### config.mk
export PLATFORM = sky130hd
export DESIGN_NAME = blink_sequencer
export DESIGN_NICKNAME = d
export VERILOG_FILES = /design/src/rtl/blink_sequencer.sv
export SDC_FILE = /design/constraint.sdc
export NUM_CORES = 1
export LEC_CHECK = 0
export BUFFER_PORTS_ARGS = -buffer_cell sky130_fd_sc_hd__buf_2
export CAP_MARGIN = 20
export CORE_MARGIN = 2
export CORE_UTILIZATION = 45
export DETAILED_ROUTE_END_ITERATION = 12
export HOLD_SLACK_MARGIN = 0.05
export SYNTH_ARGS = -nofsm -noshare
export SYNTH_HDL_FRONTEND = slang
export SYNTH_SLANG_ARGS = --single-unit
### constraint.sdc
create_clock -name clk -period 3.16 [get_ports clk]
set_input_delay 0.632 -clock clk [delete_from_list [all_inputs] [get_ports clk]]
set_output_delay 0.632 -clock clk [all_outputs]
set_load 0.05 [all_outputs]
### src/rtl/blink_sequencer.sv
// LED blink sequencer: delay control, run/pause/limit-flash FSM,
// step-rate scheduler and four-mode LED pattern generator.
module blink_sequencer #(
  parameter int TICK_DIV   = 1250000,
  parameter int DELAY_INIT = 8
) (
  input  logic       clk,
  input  logic       reset_n,
  input  logic       faster,
  input  logic       slower,
  input  logic       pause,
  input  logic       mode_next,
  output logic [3:0] delay,
  output logic [1:0] mode,
  output logic [1:0] state,
  output logic       step_tick,
  output logic [3:0] led
);

  localparam int PW = $clog2(TICK_DIV);
  localparam logic [PW-1:0] PRESC_MAX = PW'(TICK_DIV - 1);

  typedef enum logic [1:0] {
    ST_RUN       = 2'd0,
    ST_PAUSED    = 2'd1,
    ST_FLASH_ON  = 2'd2,
    ST_FLASH_OFF = 2'd3
  } state_t;

  state_t        state_r, state_s;
  logic [3:0]    delay_r, delay_s;
  logic [1:0]    mode_r, mode_s;
  logic [3:0]    pat_r, pat_s;
  logic          dir_down_r, dir_down_s;
  logic          ret_paused_r, ret_paused_s;
  logic [PW-1:0] presc_r, presc_s;
  logic [3:0]    sc_r, sc_s;
  logic          step_tick_r;
  logic [3:0]    led_r, led_s;
  logic [4:0]    adv_s;

  logic flashing_s, running_s, base_tick_s, step_raw_s, cmd_ok_s, limit_hit_s, step_evt_s;

  function automatic logic [3:0] pat_init(input logic [1:0] m);
    case (m)
      2'd0:    pat_init = 4'b0000;
      2'd1:    pat_init = 4'b0001;
      2'd2:    pat_init = 4'b0001;
      2'd3:    pat_init = 4'b0101;
      default: pat_init = 4'b0000;
    endcase
  endfunction

  // Returns {dir_down, pattern} for the next step of mode m.
  function automatic logic [4:0] pat_advance(input logic [1:0] m, input logic [3:0] p,
                                             input logic down);
    logic [3:0] np;
    logic       nd;
    np = p;
    nd = down;
    case (m)
      2'd0: np = p + 4'd1;
      2'd1: np = {p[2:0], p[3]};
      2'd2: begin
        if (!down) begin
          np = {p[2:0], 1'b0};
          nd = (np == 4'b1000);
        end else begin
          np = {1'b0, p[3:1]};
          nd = (np != 4'b0001);
        end
        if (np == 4'b0000) begin
          np = 4'b0001;
          nd = 1'b0;
        end else begin
          np = np;
        end
      end
      2'd3:    np = ~p;
      default: np = p;
    endcase
    pat_advance = {nd, np};
  endfunction

  assign flashing_s  = state_r[1];
  assign running_s   = (state_r != ST_PAUSED);
  assign base_tick_s = running_s && (presc_r == PRESC_MAX);
  assign step_raw_s  = base_tick_s && (sc_r >= delay_r);
  assign cmd_ok_s    = !flashing_s && (faster ^ slower);
  assign limit_hit_s = cmd_ok_s && ((faster && (delay_r == 4'd0)) ||
                                    (slower && (delay_r == 4'd15)));
  assign step_evt_s  = step_raw_s && !limit_hit_s && !mode_next;

  // Next-state, counter, pattern and LED computation.
  always_comb begin
    delay_s      = delay_r;
    mode_s       = mode_r;
    pat_s        = pat_r;
    dir_down_s   = dir_down_r;
    ret_paused_s = ret_paused_r;
    state_s      = state_r;
    presc_s      = presc_r;
    sc_s         = sc_r;
    adv_s        = 5'd0;
    led_s        = 4'b0000;

    if (cmd_ok_s && !limit_hit_s) begin
      delay_s = faster ? (delay_r - 4'd1) : (delay_r + 4'd1);
    end else begin
      delay_s = delay_r;
    end

    if (limit_hit_s || mode_next) begin
      presc_s = '0;
      sc_s    = 4'd0;
    end else if (!running_s) begin
      presc_s = presc_r;
      sc_s    = sc_r;
    end else if (base_tick_s) begin
      presc_s = '0;
      sc_s    = step_raw_s ? 4'd0 : (sc_r + 4'd1);
    end else begin
      presc_s = presc_r + PW'(1);
      sc_s    = sc_r;
    end

    if (mode_next) begin
      mode_s     = mode_r + 2'd1;
      pat_s      = pat_init(mode_s);
      dir_down_s = 1'b0;
    end else if (step_evt_s && (state_r == ST_RUN)) begin
      adv_s      = pat_advance(mode_r, pat_r, dir_down_r);
      dir_down_s = adv_s[4];
      pat_s      = adv_s[3:0];
    end else begin
      pat_s = pat_r;
    end

    // A pause arriving during a flash only retargets where the flash returns to.
    case (state_r)
      ST_RUN, ST_PAUSED: begin
        if (limit_hit_s) begin
          ret_paused_s = (state_r == ST_PAUSED) ^ pause;
          state_s      = ST_FLASH_ON;
        end else if (pause) begin
          state_s = (state_r == ST_RUN) ? ST_PAUSED : ST_RUN;
        end else begin
          state_s = state_r;
        end
      end
      ST_FLASH_ON: begin
        ret_paused_s = ret_paused_r ^ pause;
        state_s      = step_evt_s ? ST_FLASH_OFF : ST_FLASH_ON;
      end
      ST_FLASH_OFF: begin
        ret_paused_s = ret_paused_r ^ pause;
        if (step_evt_s) begin
          state_s = ret_paused_s ? ST_PAUSED : ST_RUN;
        end else begin
          state_s = ST_FLASH_OFF;
        end
      end
      default: state_s = ST_RUN;
    endcase

    case (state_s)
      ST_FLASH_ON:  led_s = 4'b1111;
      ST_FLASH_OFF: led_s = 4'b0000;
      default:      led_s = pat_s;
    endcase
  end

  // State and output registers.
  always_ff @(posedge clk or negedge reset_n) begin
    if (!reset_n) begin
      state_r      <= ST_RUN;
      delay_r      <= 4'(DELAY_INIT);
      mode_r       <= 2'd0;
      pat_r        <= 4'b0000;
      dir_down_r   <= 1'b0;
      ret_paused_r <= 1'b0;
      presc_r      <= '0;
      sc_r         <= 4'd0;
      step_tick_r  <= 1'b0;
      led_r        <= 4'b0000;
    end else begin
      state_r      <= state_s;
      delay_r      <= delay_s;
      mode_r       <= mode_s;
      pat_r        <= pat_s;
      dir_down_r   <= dir_down_s;
      ret_paused_r <= ret_paused_s;
      presc_r      <= presc_s;
      sc_r         <= sc_s;
      step_tick_r  <= step_evt_s;
      led_r        <= led_s;
    end
  end

  assign delay     = delay_r;
  assign mode      = mode_r;
  assign state     = state_r;
  assign step_tick = step_tick_r;
  assign led       = led_r;

endmodule

==> impl_metrics.ini, run 1 <==
[placed_design]
portBuffers = 18
dp_hpwl_um = 3875
gp_congestion = 0.8318
pre_cts_slack_ps = 569.1
dpl.cell_count = 372

[clock_tree]
cts_hold_buf = 0
htreeDepth = 2
clkTransAtPathRegs_ps = 90
clk_latency_ps = 300
cts_tree = done
post_cts_buffers = 0
root_buffer = clkbuf_8
numCtsBuffers = 5
ctsResizeCount = 0
cts_sinks = 44
cts_buffer_depth = 2

[grt]
top_usage_layer = met2
met3_usage_pct = 4.239
grt_max_degree = 45
grt-ovfl-total = 0
met1_usage_pct = 25.75
track_usage_pct = 18.64
grt_pass1_vias = 2061
grt_pass1_wl_um = 9791
grt_util_met2_pct = 29.35
antenna_found_initial = 0

[setup_path]
start_kind = flip-flop
cp_max_fo = 17
cp.arrival_ps = 2730
crit_type = flip-flop to flip-flop
reg2regPathDepth = 7
worstReg2RegStart = presc_r[0]$_DFFE_PN0P_
endpoint_kind = flip-flop
cp.required_ps = 3390
reg2reg_slack_ps = 660
r2r-end = led[2]$_DFF_PN0_

[final_layout]
drive_above_1_share_pct = 17.65
num-fill-cells = 578
antenna_cells = 0
layoutNonFillerInstCount = 381
fin_nets = 326
area_growth_pct = 10.58

[power_and_ir_drop]
total_power_w = 0.002317
pwr-share-seq_pct = 35.7
ir_worst_vdd_uv = 432.1
p_int_w = 0.001317
power.share.clock_pct = 22.2
swShare_pct = 43.13
power_frac_comb_pct = 42.1
p_sw_w = 0.0009991
total_leakage_power_nw = 1.271
p_per_area_nw_per_um2 = 750.5

[route]
first_pass_iters = 4
drt_iter0_drc = 83
ant_nets = 0
vias = 2067
wire_per_inst_um = 14.45
wl_um = 5504
viasPerCell = 5.425
drc = 0

[logic_synthesis]
async_flop_share_pct = 100.0
synth.distinct_cells = 58
synth_top_cell_by_area = dfrtp_1
synth_ff_type = dfrtp_1
synth_nets = 309
synth_edf_count = 0
syn_area_per_cell_um2 = 9.692
ys_seq_area_share_pct = 39.49
ys_ff_latch = 44
yosysTopAreaCellShare_pct = 38.55
synth_area_leaders = dfrtp_1 (39%), ha_1 (6.3%), xnor2_1 (5.0%), a21oi_1 (3.6%), inv_1 (3.1%)
yosys_warnings = 0
syn_inst = 288
synthesis.area_um2 = 2791

[sta]
worst_slack_ps = 660.7
setup_viol = 0
fmax_mhz = 400.1
finalCritPeriodShare_pct = 79.09
rsz0062_at_grt = no
period_needed_ps = 2499
drv_slew = 0
tightest_slew_ps = 626.3
finalSetupTns_ps = 0
hold_viol_final = 0
skew_ps = 9.590
max_slew_margin_pct = 58.11

[floorplan]
die_y_um = 82.76
initial_utilization_pct = 46.87
io_pins = 19
core_area_um2 = 5956
die_w_um = 82.76
row_count = 28
dieArea_um2 = 6849

[run_status]
status = finished, final reports clean

[min_path]
min_path_type = primary input to async pin

[flow_run]
drv_cap = 0
-- logic make-up (layout without fill, tap and decap cells) --
| family | after synthesis | count (layout) | share of synthesized area, % |
|---|---|---|---|
| muxes | 8 | 8 | 2.869 |
| buffers and inverters | 35 | 53 | 5.378 |
| xor gates and xnor gates | 23 | 23 | 7.216 |
| AOI/OAI and AO/OA | 59 | 59 | 14.21 |
| DFF | 44 | 44 | 39.49 |
| adders and majority gates | 15 | 15 | 6.992 |
| and+or+nand+nor | 104 | 104 | 23.85 |
-- worst max-delay path, cell delays in order, from the launching register on --
cell and delay (ps):
dfrtp_1 410, ha_1 190, nand3_1 140, nor4b_2 330
nand4_4 310, nor4b_4 540, mux2i_1 320, a2bb2oi_1 180
-- flip-flops by register name, indices dropped and copies added (netlist names) --
signal and count:
ret_paused_r 1, delay 4, presc_r 21, dir_down_r 1
led 4, mode 2, pat_r 4, sc_r 4
state 2, step_tick 1
-- area by class of cell --
cell class	instances	area, um2	share of cell area, %
well taps	75	93.84	3.040
multi-input cells	209	1539	49.86
inverters	23	86.33	2.797
flip-flops and latches	44	1102	35.71
repair buffers	22	132.6	4.297
clock buffers	6	72.57	2.351
clock inverters	2	60.06	1.946
-- stage by stage --
| step | area, um2 | hold WS [ps] | utilization [%] |
|---|---|---|---|
| floorplan | 2791 | 336.4 | - |
| detailed placement | 2934 | 526.7 | 49.26 |
| global route | 3087 | 118.6 | 51.83 |
| CTS | 3067 | 532.5 | 51.49 |
| global placement | 2934 | 525.4 | 49.26 |
| finish | 3087 | 140.4 | 51.83 |
-- Yosys cell counts, types with 2 or more instances --
| cell type | count |
|---|---|
| dfrtp_1 | 43 |
| o21ai_0 | 14 |
| xor2_1 | 7 |
| a2bb2oi_1 | 5 |
| nand3_1 | 8 |
| a21o_1 | 2 |
| nand2b_1 | 6 |
| clkbuf_1 | 6 |
| nor4_2 | 5 |
| nand2_1 | 15 |
| a21boi_0 | 2 |
| inv_1 | 23 |
| mux2i_1 | 8 |
| buf_4 | 2 |
| xnor2_1 | 16 |
| and4_1 | 3 |
| nor4_1 | 4 |
| and3_1 | 2 |
| nor3_2 | 2 |
| nor2_1 | 23 |
| or3_1 | 4 |
| a21oi_1 | 20 |
| nor2_2 | 4 |
| nor3_1 | 8 |
| clkbuf_2 | 2 |
| ha_1 | 14 |
| nand4_1 | 4 |
| nor4b_2 | 3 |
| a211oi_1 | 4 |
-- routing by layer --
| metal | vias to the layer above | routed length (um) |
|---|---|---|
| met5 | - | 0 |
| met4 | 0 | 38 |
| met3 | 6 | 114 |
| met2 | 16 | 2504 |
| met1 | 999 | 2847 |
| li1 | 1046 | - |
-- placed cells by master (no fill, tap or decap), drive strengths merged, types with 2 or more instances in the layout --
master and count:
a21oi 21, xor2 7, a21boi 2, nor4 9, xnor2 16, o21ai 14
inv 23, mux2i 8, buf 22, bufinv 2, nor3 10, and3 2
nand3 8, nor4b 5, dfrtp 43, nand2b 6, and4 3, a21o 3
nor2 27, a211oi 5, clkbuf 6, nand2 15, a2bb2oi 5, ha 14
or3 4, nand4 5
-- power by group through the flow --
stage / logic, W / registers [W] / clock network [W]
6_report: 0.000975 / 0.000826 / 0.000515
4_1_cts: 0.000983 / 0.000827 / 0.000532
2_1_floorplan: 0.000553 / 0.00104 / 0
5_1_grt: 0.00108 / 0.000852 / 0.000556
3_5_place_dp: 0.000982 / 0.000836 / 0
3_3_place_gp: 0.000971 / 0.000836 / 0
-- worst max path at each step --
stage,start,endpoint,cells past startpoint
after detailed placement,faster,led[2]$_DFF_PN0_,7
after global placement,faster,led[2]$_DFF_PN0_,7
after CTS,presc_r[0]$_DFFE_PN0P_,led[2]$_DFF_PN0_,7
final,presc_r[0]$_DFFE_PN0P_,led[2]$_DFF_PN0_,7
after floorplan,delay[1]$_DFFE_PN0P_,led[0]$_DFF_PN0_,7
after global routing,presc_r[0]$_DFFE_PN0P_,led[3]$_DFF_PN0_,7
Power figures use the tool's default switching activity.
==> run 2, diff against run 1 <==
==> constraint.sdc (replaced) <==
create_clock -name clk -period 2.05 [get_ports clk]
set_input_delay 0.41 -clock clk [delete_from_list [all_inputs] [get_ports clk]]
set_output_delay 0.41 -clock clk [all_outputs]
set_load 0.05 [all_outputs]
==> impl_metrics.ini, run 2 (synthesis results as in run 1) <==
[run_status]
status = complete, but fails checks
violations = negative setup slack

[placed_design]
dp_hpwl_um = 4370
portBuffers = 18
gp_congestion = 0.8008

[power_and_ir_drop]
p_per_area_nw_per_um2 = 1095
swShare_pct = 43.51
p_int_w = 0.002281
total_leakage_power_nw = 1.519
ir_worst_vdd_uv = 775.1
p_sw_w = 0.001757
power_frac_comb_pct = 53.1
pwr-share-seq_pct = 29.3
power.share.clock_pct = 17.6

[grt]
grt_pass1_vias = 2270
grt_max_degree = 21
antenna_found_initial = 0
grt-ovfl-total = 0
track_usage_pct = 21.32
grt_pass1_wl_um = 11040

[floorplan]
die_y_um = 82.76
io_pins = 19
row_count = 28
dieArea_um2 = 6849
die_w_um = 82.76
initial_utilization_pct = 46.87
core_area_um2 = 5956

[sta]
fin_hold_ws_ps = 70.51
drv_slew = 0
hold_viol_final = 0
fmax_mhz = 460.9
period_needed_ps = 2170
finalCritPeriodShare_pct = 105.8
setup_viol = 16
rsz0062_at_grt = yes
max_slew_margin_pct = 62.77
worst_slack_ps = -119.6
finalSetupTns_ps = -869.9
skew_ps = 9.806
tightest_slew_ps = 553.7

[final_layout]
largest_reg_flops = 21
antenna_cells = 0
final_cell_mix = buf_4 (40), dfrtp_1 (39), inv_1 (22), nor2_1 (22), buf_2 (18)
final_util_pct = 61.93
mostFrequentLayoutCell = buf_4
drive_above_1_share_pct = 37.61
area_growth_pct = 32.14
regMostFlops = presc_r
fin_nets = 371

[route]
wire_per_inst_um = 15.67
ant_nets = 0
drt_iter0_drc = 75
wl_um = 6675
first_pass_iters = 4
viasPerCell = 5.441
vias = 2318
drc = 0

[setup_path]
start_kind = flip-flop
cp_max_fo = 6
endpoint_kind = flip-flop
cp.required_ps = 2280
crit_type = flip-flop to flip-flop
cp.arrival_ps = 2400

[clock_tree]
clk_latency_ps = 300
root_buffer = clkbuf_8
htreeDepth = 2
cts_hold_buf = 0
numCtsBuffers = 5
cts_sinks = 44
cts_buffer_depth = 2
cts_tree = done
clkTransAtPathRegs_ps = 80

[flow_run]
drv_cap = 0

[min_path]
min_path_type = primary input to async pin
run 2: cell count changes in the layout (fill, tap and decap cells not counted), sizes merged:
| cell | before | now |
|---|---|---|
| bufinv | 2 | 1 |
| clkinv | 0 | 1 |
| a211oi | 5 | 7 |
| buf | 22 | 65 |
run 2: final cells by class:
type	instances	area (um2)
tap	75	93.84
multi-input combinational	211	1789
clock inverter	2	38.79
sequential	44	1107
timing repair buffer	65	490.5
clock buffer	6	82.58
fill	513	2267
inverter	23	86.33
run 2: stage by stage:
step / worst slack (ps) / cells / total power [W] / area (um2)
2_1_floorplan: -240.9 / 288 / 0.002468 / 2796
3_3_place_gp: -136.7 / 408 / 0.002987 / 3222
3_5_place_dp: -189.3 / 408 / 0.003014 / 3222
4_1_cts: -144.9 / 424 / 0.003932 / 3560
5_1_grt: -178.0 / 426 / 0.004306 / 3689
6_report: -119.6 / 426 / 0.004038 / 3689
run 2: path summary, 6_finish.rpt:
| check | startpoint | endpoint | slack [ps] | depth (start not counted) |
|---|---|---|---|---|
| hold reg to reg | presc_r[17]$_DFFE_PN0P_ | presc_r[17]$_DFFE_PN0P_ | 550 | 2 |
| max in group asynchronous | reset_n | presc_r[15]$_DFFE_PN0P_ | 1360 | 2 |
| setup reg to reg | delay[3]$_DFFE_PN1P_ | led[1]$_DFF_PN0_ | -120 | 8 |
| hold / removal | reset_n | delay[1]$_DFFE_PN0P_ | 70 | 1 |
| setup / recovery | delay[3]$_DFFE_PN1P_ | led[1]$_DFF_PN0_ | -120 | 8 |
| min in group clk | pause | state[0]$_DFF_PN0_ | 490 | 3 |
run 2: timing repair:
action / 4_1_cts / 5_1_grt
buffers inserted: 6 / 2
endpoints found under the setup margin: 24 / 34
gates cloned: 2 / 0
pin swaps: 18 / 12
gates resized for setup: 23 / 24
run 2: worst max-delay path, stage by stage, from the launching register on:
cell       delay (ps)
dfstp_2           560
inv_2              60
ha_4              260
nor2_2             40
a211o_1           290
nor4b_4           280
buf_6             200
mux2i_4           260
a2bb2oi_2         150
run 2: power by group through the flow:
stage / clock network [W] / logic, W / registers [W]
2_1_floorplan: 0 / 0.000853 / 0.00162
3_3_place_gp: 0 / 0.00179 / 0.00120
3_5_place_dp: 0 / 0.00182 / 0.00119
4_1_cts: 0.000728 / 0.00203 / 0.00118
5_1_grt: 0.000776 / 0.00233 / 0.00120
6_report: 0.000709 / 0.00214 / 0.00118
run 2: layer usage:
layer / vias up / wire [um] / share of wire (%) / track usage [%]
li1: 1143 / - / - / -
met1: 1137 / 3228 / 48 / 28.03
met2: 32 / 3229 / 48 / 36.61
met3: 6 / 151 / 2.3 / 3.696
met4: 0 / 65 / 0.97 / 4.918
met5: - / 0 / 0 / 0
